--- src/rtl/riscv_pkg.sv ---
// Shared RV32 definitions for the writeback path: result source selects,
// load funct3 encodings and the queued writeback entry.
package riscv_pkg;

  localparam logic [1:0] WB_SEL_ALU  = 2'b00;
  localparam logic [1:0] WB_SEL_LOAD = 2'b01;
  localparam logic [1:0] WB_SEL_PC4  = 2'b10;

  localparam logic [2:0] F3_LB  = 3'b000;
  localparam logic [2:0] F3_LH  = 3'b001;
  localparam logic [2:0] F3_LW  = 3'b010;
  localparam logic [2:0] F3_LBU = 3'b100;
  localparam logic [2:0] F3_LHU = 3'b101;

  typedef struct packed {
    logic [4:0]  rd;
    logic [31:0] data;
  } wb_entry_t;

endpackage

--- src/rtl/wb_queue.sv ---
// Two-entry synchronous FIFO of formatted writeback entries; the head is
// presented combinationally from storage.
module wb_queue
  import riscv_pkg::*;
#(
  parameter int DEPTH = 2
) (
  input  logic      clk,
  input  logic      rst,
  input  logic      push,
  input  wb_entry_t push_entry,
  input  logic      pop,
  output logic      full,
  output logic      empty,
  output wb_entry_t head
);

  wb_entry_t  mem [2];
  logic       wr_ptr;
  logic       rd_ptr;
  logic [1:0] count;
  logic       do_push;
  logic       do_pop;

  assign full    = (count == 2'(DEPTH));
  assign empty   = (count == 2'd0);
  assign do_push = push && !full;
  assign do_pop  = pop && !empty;
  assign head    = mem[rd_ptr];

  always_ff @(posedge clk) begin
    if (do_push) begin
      mem[wr_ptr] <= push_entry;
    end
  end

  always_ff @(posedge clk) begin
    if (!rst) begin
      wr_ptr <= 1'b0;
      rd_ptr <= 1'b0;
      count  <= 2'd0;
    end else begin
      if (do_push) wr_ptr <= ~wr_ptr;
      if (do_pop)  rd_ptr <= ~rd_ptr;
      case ({do_push, do_pop})
        2'b10:   count <= count + 2'd1;
        2'b01:   count <= count - 2'd1;
        default: count <= count;
      endcase
    end
  end

endmodule

--- src/rtl/writeback_unit.sv ---
// Register-file writer: formats completed results, buffers them in a
// two-entry queue, drives the write port and tracks pending writes per register.
module writeback_unit
  import riscv_pkg::*;
#(
  parameter int QDEPTH = 2,
  parameter int CW     = 2
) (
  input  logic        clk,
  input  logic        rst,
  input  logic        issue_valid,
  input  logic [4:0]  issue_rd,
  output logic        issue_ready,
  input  logic        res_valid,
  output logic        res_ready,
  input  logic [4:0]  res_rd,
  input  logic [1:0]  res_sel,
  input  logic [31:0] res_alu,
  input  logic [31:0] res_load,
  input  logic [31:0] res_pc4,
  input  logic [2:0]  res_funct3,
  input  logic        wb_hold,
  output logic        rf_we,
  output logic [4:0]  rf_rd_addr,
  output logic [31:0] rf_rd_din,
  input  logic [4:0]  chk_rs1,
  input  logic [4:0]  chk_rs2,
  output logic        rs1_busy,
  output logic        rs2_busy,
  output logic [31:0] busy_mask
);

  logic [CW-1:0] cnt [32];
  logic          rdy_en;
  logic          q_full;
  logic          q_empty;
  logic          push;
  logic          issue_fire;
  logic [31:0]   load_fmt;
  logic [31:0]   inc_vec;
  logic [31:0]   dec_vec;
  wb_entry_t     push_entry;
  wb_entry_t     head;
  wb_entry_t     last_entry;

  always_comb begin
    case (res_funct3)
      F3_LB:   load_fmt = {{24{res_load[7]}}, res_load[7:0]};
      F3_LH:   load_fmt = {{16{res_load[15]}}, res_load[15:0]};
      F3_LBU:  load_fmt = {24'd0, res_load[7:0]};
      F3_LHU:  load_fmt = {16'd0, res_load[15:0]};
      default: load_fmt = res_load;
    endcase
  end

  always_comb begin
    push_entry.rd = res_rd;
    case (res_sel)
      WB_SEL_LOAD: push_entry.data = load_fmt;
      WB_SEL_PC4:  push_entry.data = res_pc4;
      default:     push_entry.data = res_alu;
    endcase
  end

  // Ready only opens on the first edge after reset releases.
  assign res_ready = rst && rdy_en && !q_full;
  assign push      = res_valid && res_ready && (res_rd != 5'd0);
  assign rf_we     = rst && !q_empty && !wb_hold;

  wb_queue #(
    .DEPTH(QDEPTH)
  ) u_queue (
    .clk       (clk),
    .rst       (rst),
    .push      (push),
    .push_entry(push_entry),
    .pop       (rf_we),
    .full      (q_full),
    .empty     (q_empty),
    .head      (head)
  );

  assign rf_rd_addr = q_empty ? last_entry.rd   : head.rd;
  assign rf_rd_din  = q_empty ? last_entry.data : head.data;

  assign issue_ready = (cnt[issue_rd] != {CW{1'b1}});
  assign issue_fire  = issue_valid && issue_ready && (issue_rd != 5'd0);
  assign rs1_busy    = (cnt[chk_rs1] != '0);
  assign rs2_busy    = (cnt[chk_rs2] != '0);

  always_comb begin
    busy_mask = '0;
    for (int i = 1; i < 32; i++) begin
      busy_mask[i] = (cnt[i] != '0);
    end
  end

  always_comb begin
    inc_vec = '0;
    dec_vec = '0;
    if (issue_fire) inc_vec[issue_rd] = 1'b1;
    if (rf_we)      dec_vec[head.rd]  = 1'b1;
  end

  // Same-edge issue and commit on one register cancel; decrement saturates at 0.
  always_ff @(posedge clk) begin
    if (!rst) begin
      rdy_en     <= 1'b0;
      last_entry <= '0;
      for (int i = 0; i < 32; i++) begin
        cnt[i] <= '0;
      end
    end else begin
      rdy_en <= 1'b1;
      if (!q_empty) last_entry <= head;
      for (int i = 0; i < 32; i++) begin
        if (inc_vec[i] && !dec_vec[i]) begin
          cnt[i] <= cnt[i] + 1'b1;
        end else if (dec_vec[i] && !inc_vec[i] && (cnt[i] != '0)) begin
          cnt[i] <= cnt[i] - 1'b1;
        end
      end
    end
  end

endmodule

--- config.mk ---
export PLATFORM = sky130hd
export DESIGN_NAME = writeback_unit
export DESIGN_NICKNAME = d
export VERILOG_FILES = /design/src/rtl/riscv_pkg.sv /design/src/rtl/wb_queue.sv /design/src/rtl/writeback_unit.sv
export SDC_FILE = /design/constraint.sdc
export NUM_CORES = 1
export LEC_CHECK = 0
export ABC_AREA = 1
export ABC_CLOCK_PERIOD_IN_PS = 2800
export CAP_MARGIN = 20
export CORE_ASPECT_RATIO = 1.5
export CORE_MARGIN = 5
export CORE_UTILIZATION = 44
export DETAILED_ROUTE_END_ITERATION = 10
export PLACE_DENSITY = 0.72
export SLEW_MARGIN = 20
export SYNTH_ARGS = -nofsm -noshare
export SYNTH_HDL_FRONTEND = slang
export SYNTH_SLANG_ARGS = --single-unit
--- constraint.sdc ---
create_clock -name clk -period 2.8 [get_ports clk]
set_clock_uncertainty 0.1 [all_clocks]
set_input_delay 0.42 -clock clk [delete_from_list [all_inputs] [get_ports clk]]
set_output_delay 0.42 -clock clk [all_outputs]
set_load 0.01 [all_outputs]
== Word-level counts from Yosys, hierarchy flattened ==
Memories as Yosys holds them, arrays and structs flattened. A register that Yosys moved wholly into a read port is not among the register bits.
Cells that the tools add are included.

* Flip-flop bits (word level): 42
* Bits in writable memories: 138
* Input bits: 126
* Output and inout port bits: 74
* Word-level logic and storage cells: 672
* Memories kept: 2

{| class="wikitable"
|+ Memories
! memory !! words !! width !! rd ports !! clocked after memory_dff !! wr ports !! line !! RTL
|-
| u_queue.mem || 2 || 37 || 1 || 1 || 1 || wb_queue.sv:18 || <nowiki>wb_entry_t mem [2];</nowiki>
|-
| cnt || 32 || 2 || 35 || 0 || 32 || writeback_unit.sv:33 || <nowiki>logic [CW-1:0] cnt [32];</nowiki>
|}

* Add/subtract/negate cells: 66
* Order comparisons: 4
* Equality and inequality tests: 9
* Muxes and demuxes: 305
* Bitwise operators: 66
* Reduce and logical (&&, ||, !) cells: 214

{| class="wikitable"
|+ Operators by type and width
! cell !! number
|-
| 1-bit 2-to-1 mux || 232
|-
| 2-bit 2-to-1 mux || 64
|-
| 32-bit one-hot mux with 4 select lines || 1
|-
| 1-bit logical AND || 108
|-
| 32-bit 2-to-1 mux || 3
|-
| 2-bit nonzero test || 35
|-
| 1-bit logical NOT || 67
|-
| 2-bit by 1-bit adder with 2-bit output (second input constant) || 33
|-
| 2-bit by 1-bit subtractor with 2-bit output (second input constant) || 33
|-
| 1-bit OR || 64
|-
| 32-bit one-hot mux with 2 select lines || 1
|-
| 5-bit by 6-bit less-than comparator with 1-bit output (second input constant) || 2
|-
| 1-bit demux with 5-bit select || 2
|-
| 5-bit by 1-bit greater-or-equal comparator with 1-bit output (second input constant) || 2
|-
| 5-bit nonzero test || 2
|-
| 2-bit == test (second input constant) || 3
|-
| 3-bit == test (second input constant) || 2
|-
| 5-bit 2-to-1 mux || 1
|-
| 2-bit by 1-bit == test with 1-bit output (second input constant) || 2
|-
| 2-bit one-hot mux with 2 select lines || 1
|-
| 3-bit by 1-bit == test with 1-bit output (second input constant) || 1
|-
| 3-bit logical NOT || 1
|-
| 2-bit logical NOT || 1
|-
| 2-bit != test (second input constant) || 1
|-
| 1-bit inverter || 2
|}

== Logic depth before layout (Yosys ltp) ==
* Word-level depth: 13
* Depth in mapped cells: 17
* Depth with buffers taken out: 15

== Hierarchy ==
A second synthesis with hierarchy kept.

* Cell total of the unflattened synthesis: 1,478
* Area, all modules: 11,294.6 um^2

{| class="wikitable"
|+ Modules (own cells, without submodules)
! module !! times used !! cells each !! area each (um^2) !! sequential area each (um^2)
|-
| writeback_unit || 1 || 1,323 || 8,222.9 || 2,682.6
|-
| wb_queue || 1 || 155 || 3,071.7 || 2,322.2
|}

== Worst setup path before layout ==
OpenSTA, ideal clock, no wires.

* Path kind: input -> register
* Start: input port rst
* End: memory u_queue.mem[1][0] (netlist name) (enable)
* Setup time: 0.433 ns
* Data arrival time: 2.646 ns
* Required time: 2.267 ns
* Slack: -0.379 ns
* Stages: 7
* Buffers on the path: 1
* Path through: buf_2 o211ai_1 inv_1 nand2_1 nor2_1 inv_1 nor2_1

* Longest elaborated chain between the ends: 7

{| class="wikitable"
|+ RTL lines
! what !! line !! RTL
|-
| from (decl) || writeback_unit.sv:10 || <nowiki>input logic rst,</nowiki>
|-
| 1-bit logical AND (2 in series) || writeback_unit.sv:66 || <nowiki>assign res_ready = rst && rdy_en && !q_full;</nowiki>
|-
| via res_ready || writeback_unit.sv:15 || <nowiki>output logic res_ready,</nowiki>
|-
| 1-bit logical AND (2 in series) || writeback_unit.sv:67 || <nowiki>assign push = res_valid && res_ready && (res_rd != 5'd0);</nowiki>
|-
| 1-bit logical AND || wb_queue.sv:27 || <nowiki>assign do_push = push && !full;</nowiki>
|-
| 1-bit 2-to-1 mux || wb_queue.sv:32 || <nowiki>if (do_push) begin</nowiki>
|-
| 1-bit 2-to-1 mux (implied by the code) || wb_queue.sv:33 || <nowiki>mem[wr_ptr] <= push_entry;</nowiki>
|-
| to (decl) || wb_queue.sv:18 ||
|}

The timed path passes the listed nets, and every way through them passes these cells.

== Worst setup path in the final report ==
* Start: input port issue_rd[0]
* End: output port issue_ready

* Longest elaborated chain between the ends: 2

{| class="wikitable"
|+ RTL lines
! what !! line !! RTL
|-
| from (decl) || writeback_unit.sv:12 || <nowiki>input logic [4:0] issue_rd,</nowiki>
|-
| memory read 32 x 2 bit || -- ||
|-
| 2-bit != test || writeback_unit.sv:86 || <nowiki>assign issue_ready = (cnt[issue_rd] != {CW{1'b1}});</nowiki>
|-
| to (decl) || writeback_unit.sv:13 || <nowiki>output logic issue_ready,</nowiki>
|}

No other way between the ends.

==> flow_summary_export.csv <==
group,metric,value,unit
timing,relSlewSlack,57.6,%
drt,drc,0,
placed_design,port_buffers,198,
synth,synthesis.nets,1634,
floorplanning,core_area,24500,µm²
power,max-vdd-ir-drop,0.465,mV
placed_design,gp_congestion,0.893,
synth,netlist_area,11000,µm²
timing,worstMarginPinSlew,0.637,ns
clocking,insertion_delay,0.45,ns
status,status,"completed",
synth,synth-seq-cells,181,
worst_setup_path,reg2reg_to,"cnt[19][1]$_SDFFCE_PN0P_",
worst_setup_path,start_kind,"primary input",
hold_path,min-delay-start,"rst",
hold_path,min_path_type,"primary input to flip-flop",
worst_setup_path,r2r_setup_slack,0.43,ns
synth,synth_edf_count,138,
clocking,cts_buffers,17,
final_layout,syn2layout_area_growth,33.4,%
clocking,root_buffer,"clkbuf_16",
clocking,cts.clk_slew.worst_paths,0.07,ns
clocking,clk_path_buf_depth,2,
worst_setup_path,setup.worst_path.class,"primary input to output pin",
worst_setup_path,endpoint_kind,"output pin",
drt,initialDrtViolationCount,802,
grt,antenna_found_initial,2,
synth,synthFlopType,"edfxtp_1",
placed_design,hpwl,28300,µm
synth,async_flop_share,0,%
final_layout,num-nets-final,1882,
final_layout,drive_gt1_share,9.97,%
hold_path,min_path_cells,3,
synth,yosys.cell_types.count,39,
worst_setup_path,reg2regPathDepth,12,
placed_design,place_inst,2049,
worst_setup_path,slowest_delay,0.52,ns
timing,fin_crit_sh,95.8,%
worst_setup_path,cp_max_fo,11,
grt,grt_pass1_wl,57600,µm
grt,grt_max_degree,45,
timing,rsz0062_at_grt,"false",
timing,clock.fmax,373,MHz
worst_setup_path,crit_top_cell,"nand2_1",
grt,grt_pass1_vias,11159,
flow_run,maxCapViolations,0,
grt,grt-ovfl-total,0,
floorplanning,start_util,44.7,%
grt,grt_usage,25.7,%
synth,seq_area_frac_synth,45.6,%
hold_path,holdPathEnd,"u_queue.count[0]$_SDFFE_PN0P_",
final_layout,num-fill-cells,2321,
timing,holdWs,0.186,ns
worst_setup_path,slowest_stage,"clkdlybuf4s50_1",
drt,firstDrtPassIters,5,
worst_setup_path,required,2.28,ns
synth,yosysWarnings,0,
synth,avgSynthCellArea,7.30,µm²
worst_setup_path,crit_arrival,2.16,ns
timing,fin_crit,2.68,ns
floorplanning,die_w,139,µm
clocking,cts_tree,"done",
power,cellPowerDensity,502,nW/µm²
final_layout,final_cell_mix,"360 x nand2_1, 255 x nor2_1, 200 x a21oi_1",
drt,routed-via-count,11324,
drt,routed_wl,36900,µm
final_layout,instances_no_fill,2089,
timing,hold_violations,0,
drt,ant_nets,0,
power,p_leak,6.25,nW
final_layout,antennaDiodeCount,0,
clocking,htree_levels,4,
clocking,cts.sink_count,181,
final_layout,final_common_cell,"nand2_1",
floorplanning,dieArea,28300,µm²
timing,setup-violations-final,0,
worst_setup_path,path_cells,"clkdlybuf4s50_1, inv_2, buf_4, nand2_1, nand2_1, nand2_1, nand2_1, nand2_1, nand2_1, nor2_1, nand2_2, nand2_4, clkdlybuf4s15_1",
drt,wire_per_inst,17.7,µm
worst_setup_path,reg2reg_from,"cnt[15][0]$_SDFFCE_PN0P_",
floorplanning,die_y,203,µm
timing,maxSlewViolCount,0,
floorplanning,io_pins,200,
floorplanning,rows,70,
drt,vias_per_cell,5.42,
synth,synthCells,1504,
[logic make-up (layout without fill, tap and decap cells)]
| kind of cell | Yosys count | in the layout | synth area share, % |
|---|---|---|---|
| muxes | 3 | 3 | 0.274 |
| AOI/OAI and AO/OA | 296 | 296 | 14.3 |
| DFF | 181 | 181 | 45.6 |
| other | 1 | 1 | 0.0342 |
| adders and majority gates | 4 | 4 | 0.456 |
| xor gates and xnor gates | 14 | 14 | 1.12 |
| and+or+nand+nor | 814 | 814 | 31.1 |
| buffers and inverters | 191 | 452 | 7.07 |
[synth_stat cells, types with 3 or more instances]
library cell  number  area [µm²]
buf_4              4        30.0
nand2_1          360        1350
nor3_1            25         125
xor2_1            14         123
ha_1               4        50.1
buf_2             11        55.1
nand3_2            9        90.1
and2_1            32         200
o21ai_0           59         295
nand4_1           10        62.6
a21oi_1          201        1010
mux2i_1            3        30.0
inv_2              7        26.3
nand3_1          101         505
nor2_1           267        1000
edfxtp_1         138        4140
o22ai_1            6        37.5
o211ai_1          20         150
o31ai_1            3        22.5
clkbuf_1          51         191
buf_6              4        45.0
inv_1            111         417
dfxtp_1           43         861
[state kept, by name (all words and copies together) (netlist names), named ones only]
signal and flops:
last_entry 37, rdy_en 1, u_queue.mem 74, u_queue.wr_ptr 1, cnt 64, u_queue.rd_ptr 1
u_queue.count 2
[critical path, delay by kind of cell]
family / cells / cell delay [ns]
buffers and inverters: 4 / 1.02
and+or+nand+nor: 9 / 0.72
[report_power, final]
| part | internal, mW | switching [mW] |
|---|---|---|
| combinational | 0.775 | 0.949 |
| clock | 1.28 | 1.17 |
| sequential | 3.06 | 0.104 |
| total | 5.12 | 2.23 |
[what timing repair did]
| item | 4_1_cts | 5_1_grt |
|---|---|---|
| hold buffers | 0 | 0 |
| endpoints found under the hold margin | 0 | 0 |
| resized for setup | 10 | 23 |
| buffers inserted | 1 | 7 |
| endpoints found under the setup margin | 9 | 6 |
[worst max-delay path by stage]
stage	start	end	slack, ns
6_report	issue_rd[0]	issue_ready	0.12
4_1_cts	chk_rs1[0]	rs1_busy	0.0009
2_1_floorplan	rst	u_queue.mem[1][0]$_DFFE_PP_	0.24
3_3_place_gp	issue_rd[0]	issue_ready	-0.18
3_5_place_dp	chk_rs1[0]	rs1_busy	-0.20
5_1_grt	issue_rd[0]	issue_ready	0.002
[through the flow]
step	worst slack, ns	total power, mW	util (%)	cell area [µm²]	TNS (ns)
6_report	0.117	7.35	59.7	14600	0
2_1_floorplan	0.239	4.05	-	11000	0
4_1_cts	0.000928	7.37	59.3	14600	0
5_1_grt	0.00216	7.67	59.7	14600	0
3_3_place_gp	-0.175	4.90	56.6	13900	-10.12
3_5_place_dp	-0.196	4.92	56.7	13900	-7.08
[final cells by class]
cell class	instances	area (µm²)	area share, %
multi-input cells	1132	5250	35.8
flip-flops and latches	181	5010	34.2
repair buffers	301	2920	20.0
inverters	119	447	3.05
clock buffers	17	425	2.91
well taps	324	405	2.77
clock inverters	15	184	1.26
[routing by layer]
metal	wire length (µm)	track usage (%)	up-vias
met1	13400	27.0	5198
met4	2140	15.6	2
met2	18600	46.8	507
met5	13	0	-
li1	-	-	5502
met3	2680	5.51	115
(Power assumes the default switching activity.)
